==> src/rtl/uart_pkg.sv <==
// Shared types and constants for the UART receive path.
package uart_pkg;

  localparam int UART_DATA_BITS      = 8;
  localparam int UART_CYCLES_PER_BIT = 868;

  typedef enum logic [2:0] {
    UART_IDLE,
    UART_START,
    UART_DATA,
    UART_PARITY,
    UART_STOP,
    UART_WAIT_IDLE
  } uart_state_e;

endpackage

==> src/rtl/uart_rx_fifo.sv <==
// Byte FIFO with combinational head read; a pop frees a slot for a same-cycle push.
module uart_rx_fifo #(
  parameter int FIFO_DEPTH = 16
) (
  input  logic                        clk,
  input  logic                        rst,
  input  logic                        push,
  input  logic                        pop,
  input  logic [7:0]                  wdata,
  output logic [7:0]                  rdata,
  output logic                        full,
  output logic                        empty,
  output logic [$clog2(FIFO_DEPTH):0] count
);

  localparam int AW = $clog2(FIFO_DEPTH);
  localparam logic [AW:0] DEPTH_C = (AW+1)'(FIFO_DEPTH);

  logic [7:0]    mem [FIFO_DEPTH];
  logic [AW-1:0] wr_ptr, rd_ptr;
  logic          do_push, do_pop;

  assign empty   = (count == '0);
  assign full    = (count == DEPTH_C);
  assign do_pop  = pop && !empty;
  assign do_push = push && (!full || do_pop);
  assign rdata   = mem[rd_ptr];

  // Depth is a power of two, so pointer wrap is plain overflow.
  always_ff @(posedge clk) begin
    if (rst) begin
      wr_ptr <= '0;
      rd_ptr <= '0;
      count  <= '0;
    end else begin
      if (do_push) wr_ptr <= wr_ptr + 1'b1;
      if (do_pop)  rd_ptr <= rd_ptr + 1'b1;
      if (do_push && !do_pop)      count <= count + 1'b1;
      else if (do_pop && !do_push) count <= count - 1'b1;
    end
  end

  always_ff @(posedge clk) begin
    if (do_push) mem[wr_ptr] <= wdata;
  end

endmodule

==> src/rtl/uart_rx_sink.sv <==
// UART 8N1 receiver feeding a byte FIFO with a valid/ready output.
// Define UART_RX_PARITY_EN to expect one even-parity bit before the stop bit.
module uart_rx_sink
  import uart_pkg::*;
#(
  parameter int CYCLES_PER_BIT = UART_CYCLES_PER_BIT,
  parameter int FIFO_DEPTH     = 16
) (
  input  logic                        clk,
  input  logic                        rst,
  input  logic                        rx,
  output logic [7:0]                  out_data,
  output logic                        out_valid,
  input  logic                        out_ready,
  output logic [$clog2(FIFO_DEPTH):0] fifo_count,
  output logic                        busy,
  output logic                        frame_err,
  output logic                        overrun,
  output logic                        parity_err
);

  localparam int          CW   = $clog2(CYCLES_PER_BIT);
  localparam logic [CW-1:0] HALF = CW'(CYCLES_PER_BIT/2 - 1);
  localparam logic [CW-1:0] FULL = CW'(CYCLES_PER_BIT - 1);
  localparam logic [2:0]  LAST_BIT = 3'(UART_DATA_BITS - 1);

  logic          rx_m, rx_s;
  uart_state_e   state;
  logic [CW-1:0] cnt;
  logic [2:0]    bit_idx;
  logic [7:0]    shreg;
  logic          tick, push, fifo_full, fifo_empty;

  always_ff @(posedge clk) begin
    if (rst) begin
      rx_m <= 1'b1;
      rx_s <= 1'b1;
    end else begin
      rx_m <= rx;
      rx_s <= rx_m;
    end
  end

  assign tick = (cnt == '0);
  assign busy = (state != UART_IDLE);

`ifdef UART_RX_PARITY_EN
  logic par_bad;
  assign push = (state == UART_STOP) && tick && rx_s && !par_bad;
`else
  assign push = (state == UART_STOP) && tick && rx_s;
  assign parity_err = 1'b0;
`endif

  always_ff @(posedge clk) begin
    if (rst) begin
      state     <= UART_IDLE;
      cnt       <= '0;
      bit_idx   <= '0;
      shreg     <= '0;
      frame_err <= 1'b0;
      overrun   <= 1'b0;
`ifdef UART_RX_PARITY_EN
      par_bad    <= 1'b0;
      parity_err <= 1'b0;
`endif
    end else begin
      frame_err <= 1'b0;
      // Full implies out_valid, so out_ready alone decides whether a slot frees up.
      overrun   <= push && fifo_full && !out_ready;
`ifdef UART_RX_PARITY_EN
      parity_err <= 1'b0;
`endif
      case (state)
        UART_IDLE: begin
          if (!rx_s) begin
            cnt   <= HALF;
            state <= UART_START;
          end
        end
        UART_START: begin
          if (tick) begin
            if (!rx_s) begin
              cnt     <= FULL;
              bit_idx <= '0;
              state   <= UART_DATA;
            end else begin
              state <= UART_IDLE;
            end
          end else cnt <= cnt - 1'b1;
        end
        UART_DATA: begin
          if (tick) begin
            shreg   <= {rx_s, shreg[7:1]};
            cnt     <= FULL;
            bit_idx <= bit_idx + 1'b1;
`ifdef UART_RX_PARITY_EN
            if (bit_idx == LAST_BIT) state <= UART_PARITY;
`else
            if (bit_idx == LAST_BIT) state <= UART_STOP;
`endif
          end else cnt <= cnt - 1'b1;
        end
`ifdef UART_RX_PARITY_EN
        UART_PARITY: begin
          if (tick) begin
            par_bad <= ^{shreg, rx_s};
            cnt     <= FULL;
            state   <= UART_STOP;
          end else cnt <= cnt - 1'b1;
        end
`endif
        UART_STOP: begin
          if (tick) begin
            if (rx_s) begin
`ifdef UART_RX_PARITY_EN
              parity_err <= par_bad;
`endif
              state <= UART_IDLE;
            end else begin
              frame_err <= 1'b1;
              state     <= UART_WAIT_IDLE;
            end
          end else cnt <= cnt - 1'b1;
        end
        // A held-low line (break) must not be decoded as repeated 0x00 bytes.
        UART_WAIT_IDLE: begin
          if (rx_s) state <= UART_IDLE;
        end
        default: state <= UART_IDLE;
      endcase
    end
  end

  uart_rx_fifo #(.FIFO_DEPTH(FIFO_DEPTH)) u_fifo (
    .clk   (clk),
    .rst   (rst),
    .push  (push),
    .pop   (out_valid && out_ready),
    .wdata (shreg),
    .rdata (out_data),
    .full  (fifo_full),
    .empty (fifo_empty),
    .count (fifo_count)
  );

  assign out_valid = !fifo_empty;

endmodule

==> config.mk <==
export PLATFORM = sky130hd
export DESIGN_NAME = uart_rx_sink
export DESIGN_NICKNAME = d
export VERILOG_FILES = /design/src/rtl/uart_pkg.sv /design/src/rtl/uart_rx_fifo.sv /design/src/rtl/uart_rx_sink.sv
export SDC_FILE = /design/constraint.sdc
export NUM_CORES = 1
export LEC_CHECK = 0
export ABC_AREA = 1
export BUFFER_PORTS_ARGS = -buffer_cell sky130_fd_sc_hd__buf_2
export CAP_MARGIN = 30
export CORE_UTILIZATION = 29
export DETAILED_ROUTE_END_ITERATION = 6
export HOLD_SLACK_MARGIN = 0.06
export PLACE_DENSITY = 0.44
export REMOVE_ABC_BUFFERS = 1
export SKIP_LAST_GASP = 1
export SYNTH_ARGS = -nofsm -noshare
export SYNTH_HDL_FRONTEND = slang
export SYNTH_SLANG_ARGS = --single-unit
export TNS_END_PERCENT = 30
==> constraint.sdc <==
create_clock -name clk -period 2.1 [get_ports clk]
set_input_delay 0.105 -clock clk [delete_from_list [all_inputs] [get_ports clk]]
set_output_delay 0.105 -clock clk [all_outputs]
set_load 0.05 [all_outputs]
# Yosys cells after proc, flatten, opt, wreduce, memory -nomap -nowiden
# Memories as Yosys holds them, arrays and structs flattened. A register that Yosys moved wholly into a read port is not among the register bits.
# Index checks and enable logic that the tools add are counted.
# W data, S select, Z words.
# classes
add_sub_neg,6
n_eq_ne,15
muxes,26
bitwise,2
n_reduce_logical,27
# op_table
op,count
$mux W10,5
$pmux W10 S4,1
$mux W3,10
$ne A2 B2 Y1 const B,8
$pmux W3 S5,1
$logic_not A10 Y1,1
$mux W5,2
$sub A10 B1 Y10 const B,1
$eq A3 B3 Y1 const B,3
$logic_and A1 B1 Y1,9
$add A4 B1 Y4 const B,2
$mux W4,2
$reduce_and A4 Y1,2
$pmux W3 S2,1
$reduce_and A6 Y1,1
$add A5 B1 Y5 const B,1
$eq A5 B5 Y1 const B,1
$logic_not A1 Y1,5
$logic_not A5 Y1,1
$sub A5 B1 Y5 const B,1
$reduce_bool A2 Y1,2
$reduce_bool A4 Y1,1
$add A3 B1 Y3 const B,1
$eq A3 B1 Y1 const B,1
10 further kinds,13
# totals
reg_bits,41
ramBits,128
in_bits,4
output_inout_bits,18
word_cells,88
n_memories,1
# mem_list
name,depth,word_bits,rd,rd_clocked_by_memory_dff,write_ports,line,rtl
u_fifo.mem,16,8,1,1,1,uart_rx_fifo.sv:19,logic [7:0] mem [FIFO_DEPTH];

# Longest topological paths before layout
# depth
word_depth,10
ltp_mapped,15

# By module
# Synthesis repeated with hierarchy kept, for this count alone.
# unflattened
hier_cells,797
hier_area_um2,7787.5
# modules_own_cells
mod,instances,cells_per_inst,area_each_um2,seq_area_each_um2
uart_rx_fifo,1,589,6294.8,4184.0
uart_rx_sink,1,208,1492.7,560.5

# Least setup slack after synthesis
# No wires, ideal clock.
# synth_path
path_kind,reg2reg
startpoint,reg u_fifo.count[0]
endpoint,reg u_fifo.count[4]
setup_time_ns,0.070
arrival_ns,2.753
path_slack_ns,-0.723
path_stages_with_launch,13
n_path_buf,0
path_cell_list,dfxtp_1 nor2_1 nand4_1 nand2_1 ha_1 inv_1 fa_1 nand2_1 nand2_1 a21oi_1 xor2_1 nand2_1 a21oi_1
# synth_via
elab_chain_cells,9
elab_cells_between_ends,17
classes_between,2 x add/sub; 1 x eq/ne; 2 x mux; 12 x reduce/logical
# synth_rtl
item,line,rtl
start: declaration,uart_rx_fifo.sv:13,output logic [$clog2(FIFO_DEPTH):0] count
start signal: assignment,uart_rx_fifo.sv:38,if (do_push && !do_pop) count <= count + 1'b1;
start signal: assignment,uart_rx_fifo.sv:39,else if (do_pop && !do_push) count <= count - 1'b1;
$logic_not A5 Y1 *,uart_rx_fifo.sv:23,assign empty = (count == '0);
$logic_not A1 Y1 *,uart_rx_sink.sv:147,assign out_valid = !fifo_empty;
via out_valid,uart_rx_sink.sv:13,"output logic out_valid,"
$logic_and A1 B1 Y1,uart_rx_sink.sv:139,".pop (out_valid && out_ready),"
$logic_and A1 B1 Y1 *,uart_rx_fifo.sv:25,assign do_pop = pop && !empty;
$logic_or A1 B1 Y1,uart_rx_fifo.sv:26,assign do_push = push && (!full || do_pop);
$logic_and A1 B1 Y1,uart_rx_fifo.sv:26,
$logic_not A1 Y1,uart_rx_fifo.sv:39,
$logic_and A1 B1 Y1,uart_rx_fifo.sv:39,
$reduce_bool A2 Y1 (no line),-,
# Mark *: on every way through the listed nets, which the timed path passes. The rest lies on a longest branch. The select of a mux whose other input is x is not followed.
# A chain may end at the register's enable or synchronous reset.

# Final worst setup path
# layout_path
startpoint,reg cnt[1]
endpoint,reg u_fifo.count[4]
# layout_via
elab_chain_cells,7
elab_cells_between_ends,9
classes_between,1 x mux; 8 x reduce/logical
# layout_rtl
item,line,rtl
start: declaration,uart_rx_sink.sv:29,logic [CW-1:0] cnt;
start signal: assignment,uart_rx_sink.sv:90,end else cnt <= cnt - 1'b1;
start signal: assignment,uart_rx_sink.sv:102,end else cnt <= cnt - 1'b1;
start signal: assignment,uart_rx_sink.sv:124,end else cnt <= cnt - 1'b1;
$logic_not A10 Y1 *,uart_rx_sink.sv:44,assign tick = (cnt == '0);
$logic_and A1 B1 Y1 * (2 in series),uart_rx_sink.sv:51,assign push = (state == UART_STOP) && tick && rx_s;
$logic_and A1 B1 Y1 *,uart_rx_fifo.sv:26,
via u_fifo.do_push,uart_rx_fifo.sv:21,"logic do_push, do_pop;"
$logic_not A1 Y1,uart_rx_fifo.sv:39,
$logic_and A1 B1 Y1,uart_rx_fifo.sv:39,
$reduce_bool A2 Y1 (no line),-,
# Mark *: on every way through the listed nets, which the timed path passes. The rest lies on a longest branch.

==> results.ini <==
[clocking]
root_buffer = clkbuf_16
numCtsBuffers = 17
cts_tree = done
clock_latency_ps = 440
htreeDepth = 4
cts_max_path_buffers = 2
path_clk_slew_ps = 70
cts.sinks = 173

[layout]
nets = 794
num_antenna_cells = 0
instances_no_fill = 1119
layout-drive-gt1-share_pct = 21.7
filler_cell_count = 2558
syn2layout_area_growth_pct = 23.5

[detailed_routing]
drt_wl_total_um = 18300
vias_per_cell = 4.63
dr.first_iter.drc_count = 315
vias = 5186
drc_errors = 0
firstDrtPassIters = 4
post_drt_wl_per_cell_um = 16.4
antenna_left = 0

[critical_path]
cp_slowest_cell = fa_2
r2r_cells = 15
worst-path-max-fanout = 3
critPathKind = flip-flop to flip-flop
rr_startpoint = cnt[1]$_SDFFE_PP0P_
r2r-end = u_fifo.count[4]$_SDFFE_PP0P_
critPathCaptureType = flip-flop
path_buf_inv = 3
cp-start-kind = flip-flop
required_ps = 2460
crit_chain = inv_2 -> ha_4 -> nand3_4 -> nor2_4 -> nand3_4 -> inv_6 -> ha_4 -> inv_4 -> fa_2 -> nand2_2 -> nand2_2 -> a21oi_2 -> xor2_1 -> nand2_1 -> a21oi_1
worstPathArrival_ps = 2480
slowest_delay_ps = 340
reg2reg_slack_ps = -20
cp_top_family = adder cells

[logic_synthesis]
synth_common_cells = nor2_1 (159), edfxtp_1 (128), o21ai_0 (92)
syn-cell-area_um2 = 7390
synth_flop_cell = edfxtp_1
synthMostInstantiatedCell = nor2_1
synthCells = 696
synth.avg_cell_area_um2 = 10.6
synthTopCellsByArea = edfxtp_1 (52%), dfxtp_1 (12%), nor2_1 (8.1%)
ys_warn_count = 0
post_synth_num_cell_types = 37
synth-edff-count = 128
yosysTopAreaCell = edfxtp_1
synth-seq-cells = 173
ys_seq_area_share_pct = 64.2
synth-async-reset-ratio_pct = 0
synth_top_cell_area_share_pct = 52.0

[die]
io_pins = 22
core_area_um2 = 25100
dieWidth_um = 162
dieArea_um2 = 26100
rows = 58
fp.dieH_um = 162
start_util_pct = 29.4

[timing]
drv_slew = 0
fin_tns_setup_ps = -35.9
max_freq_mhz = 471
max-slew-margin-rel_pct = 47.2
skew_ps = 19.7
finalCriticalPeriod_ps = 2120
finalSetupViolCount = 2
worst_slew_pin_slew_ps = 792
rsz0062_at_grt = true
whs_ps = 88.9
period_share_pct = 101
hold_violations = 0
timing.final.ws_setup_ps = -22.7

[global_route]
grt_use_total_pct = 14.6
grt_antenna_before_repair = 0
grt_start_max_net_pins = 33
grt_pass1_wl_um = 28900
grt-ovfl-total = 0
grt_pass1_vias = 5078

[worst_hold_path]
min_path_cells = 4
worstHoldStart = out_ready
hp-class = input port to flip-flop
min_to = overrun$_SDFF_PP0_

[placed_design]
dp.cells = 1079
numPortBuffers = 20
place_congestion = 0.824
pre_cts_ws_ps = -185
dp_hpwl_um = 11500

[power_and_ir_drop]
total_power_mw = 11.3
peakVddDrop_uv = 590
power_density_nw_per_um2 = 1230
p_leak_nw = 3.69

[run_status]
violations = negative setup slack
status = finished, violations left

[flow_run]
maxCapViolCount = 0

-- per-stage QoR --
stage,cell area [um^2],utilization (%)
after floorplan,7240,-
after global placement,8270,32.9
after detailed placement,8270,32.9
after CTS,9010,35.9
after global routing,9120,36.3
final,9120,36.3
-- cells in the final DEF, fill, tap and decap left out, types with 4 or more instances in the layout --
cell type  Yosys  final
ha_4           0      5
inv_8          0      6
buf_4          2     63
buf_12         0      5
nand4_1        4      4
nand2_2        7     10
edfxtp_1     128    128
o21ai_1        5      9
xor2_1         6      6
nand3_1       22     21
nor2_4         6      6
inv_2          5      6
o21ai_0       92     88
nand3_2        4      4
clkbuf_16      0     19
o211ai_1      32     32
inv_6          1      6
nand2_1       62     59
a21oi_1       22     21
inv_1         32     29
buf_2          7     13
nor2_1       159    158
ha_1          13      8
dfxtp_1       45     42
-- worst max path at each step --
| stage | endpoint | cells past startpoint | from | slack (ps) |
|---|---|---|---|---|
| after floorplan | u_fifo.count[4]$_SDFFE_PP0P_ | 12 | u_fifo.count[0]$_SDFFE_PP0P_ | -720 |
| after global placement | u_fifo.count[4]$_SDFFE_PP0P_ | 15 | cnt[1]$_SDFFE_PP0P_ | -160 |
| after detailed placement | u_fifo.count[4]$_SDFFE_PP0P_ | 15 | cnt[1]$_SDFFE_PP0P_ | -180 |
| after CTS | u_fifo.count[4]$_SDFFE_PP0P_ | 15 | cnt[1]$_SDFFE_PP0P_ | -70 |
| after global routing | u_fifo.count[4]$_SDFFE_PP0P_ | 15 | cnt[1]$_SDFFE_PP0P_ | -140 |
| final | u_fifo.count[4]$_SDFFE_PP0P_ | 15 | cnt[1]$_SDFFE_PP0P_ | -20 |
-- where the power goes --
group	internal (mW)	total, mW	switching, mW
Sequential	3.77	3.92	0.144
Combinational	1.61	4.30	2.69
Clock	1.58	3.05	1.47
Total	6.96	11.3	4.30
-- metal layers --
metal	wire (um)	part of all wire, %	GRT usage, %
met1	8690	47	19.5
met2	8840	48	24.1
met3	559	3.1	2.41
met4	221	1.2	4.72
met5	0	0	0
-- final cells by class --
cell class                      count  area (um^2)  area share, %
Inverter                           39          159           1.74
Clock buffer                       17          425           4.66
Multi-Input combinational cell    454         2440           26.7
Timing Repair Buffer               91          795           8.71
Sequential cell                   173         4750           52.1
Clock inverter                     15          140           1.54
Tap cell                          330          413           4.53
-- worst min-delay path: cells and delay by family --
family                 cells  cell delay (ps)
buffers and inverters      1              110
AND/OR/NAND/NOR            3              250
-- flip-flops by register name, summed over array words and instances (netlist names), named ones only --
signal,count
state,3
u_fifo.wr_ptr,4
u_fifo.rd_ptr,4
cnt,10
rx_s,1
rx_m,1
overrun,1
u_fifo.count,5
u_fifo.mem,128
frame_err,1
shreg,8
bit_idx,3
-- what timing repair did --
item,4_1_cts,5_1_grt
setup endpoints to repair,11,11
endpoints found under the hold margin,1,0
pin swaps,8,9
hold buffers,1,0
setup buffers,2,2
gates cloned,1,2
resized for setup,29,21
-- cells by family after synthesis --
logic type      count (synthesis)  share of synthesized area [%]
buf+inv                        69                           4.00
compound gates                155                           11.8
flops                         173                           64.2
simple gates                  276                           16.5
xor+xnor                        8                          0.949
fa+ha+maj                      14                           2.47
other cells                     1                         0.0508
Power figures use the tool's default switching activity.
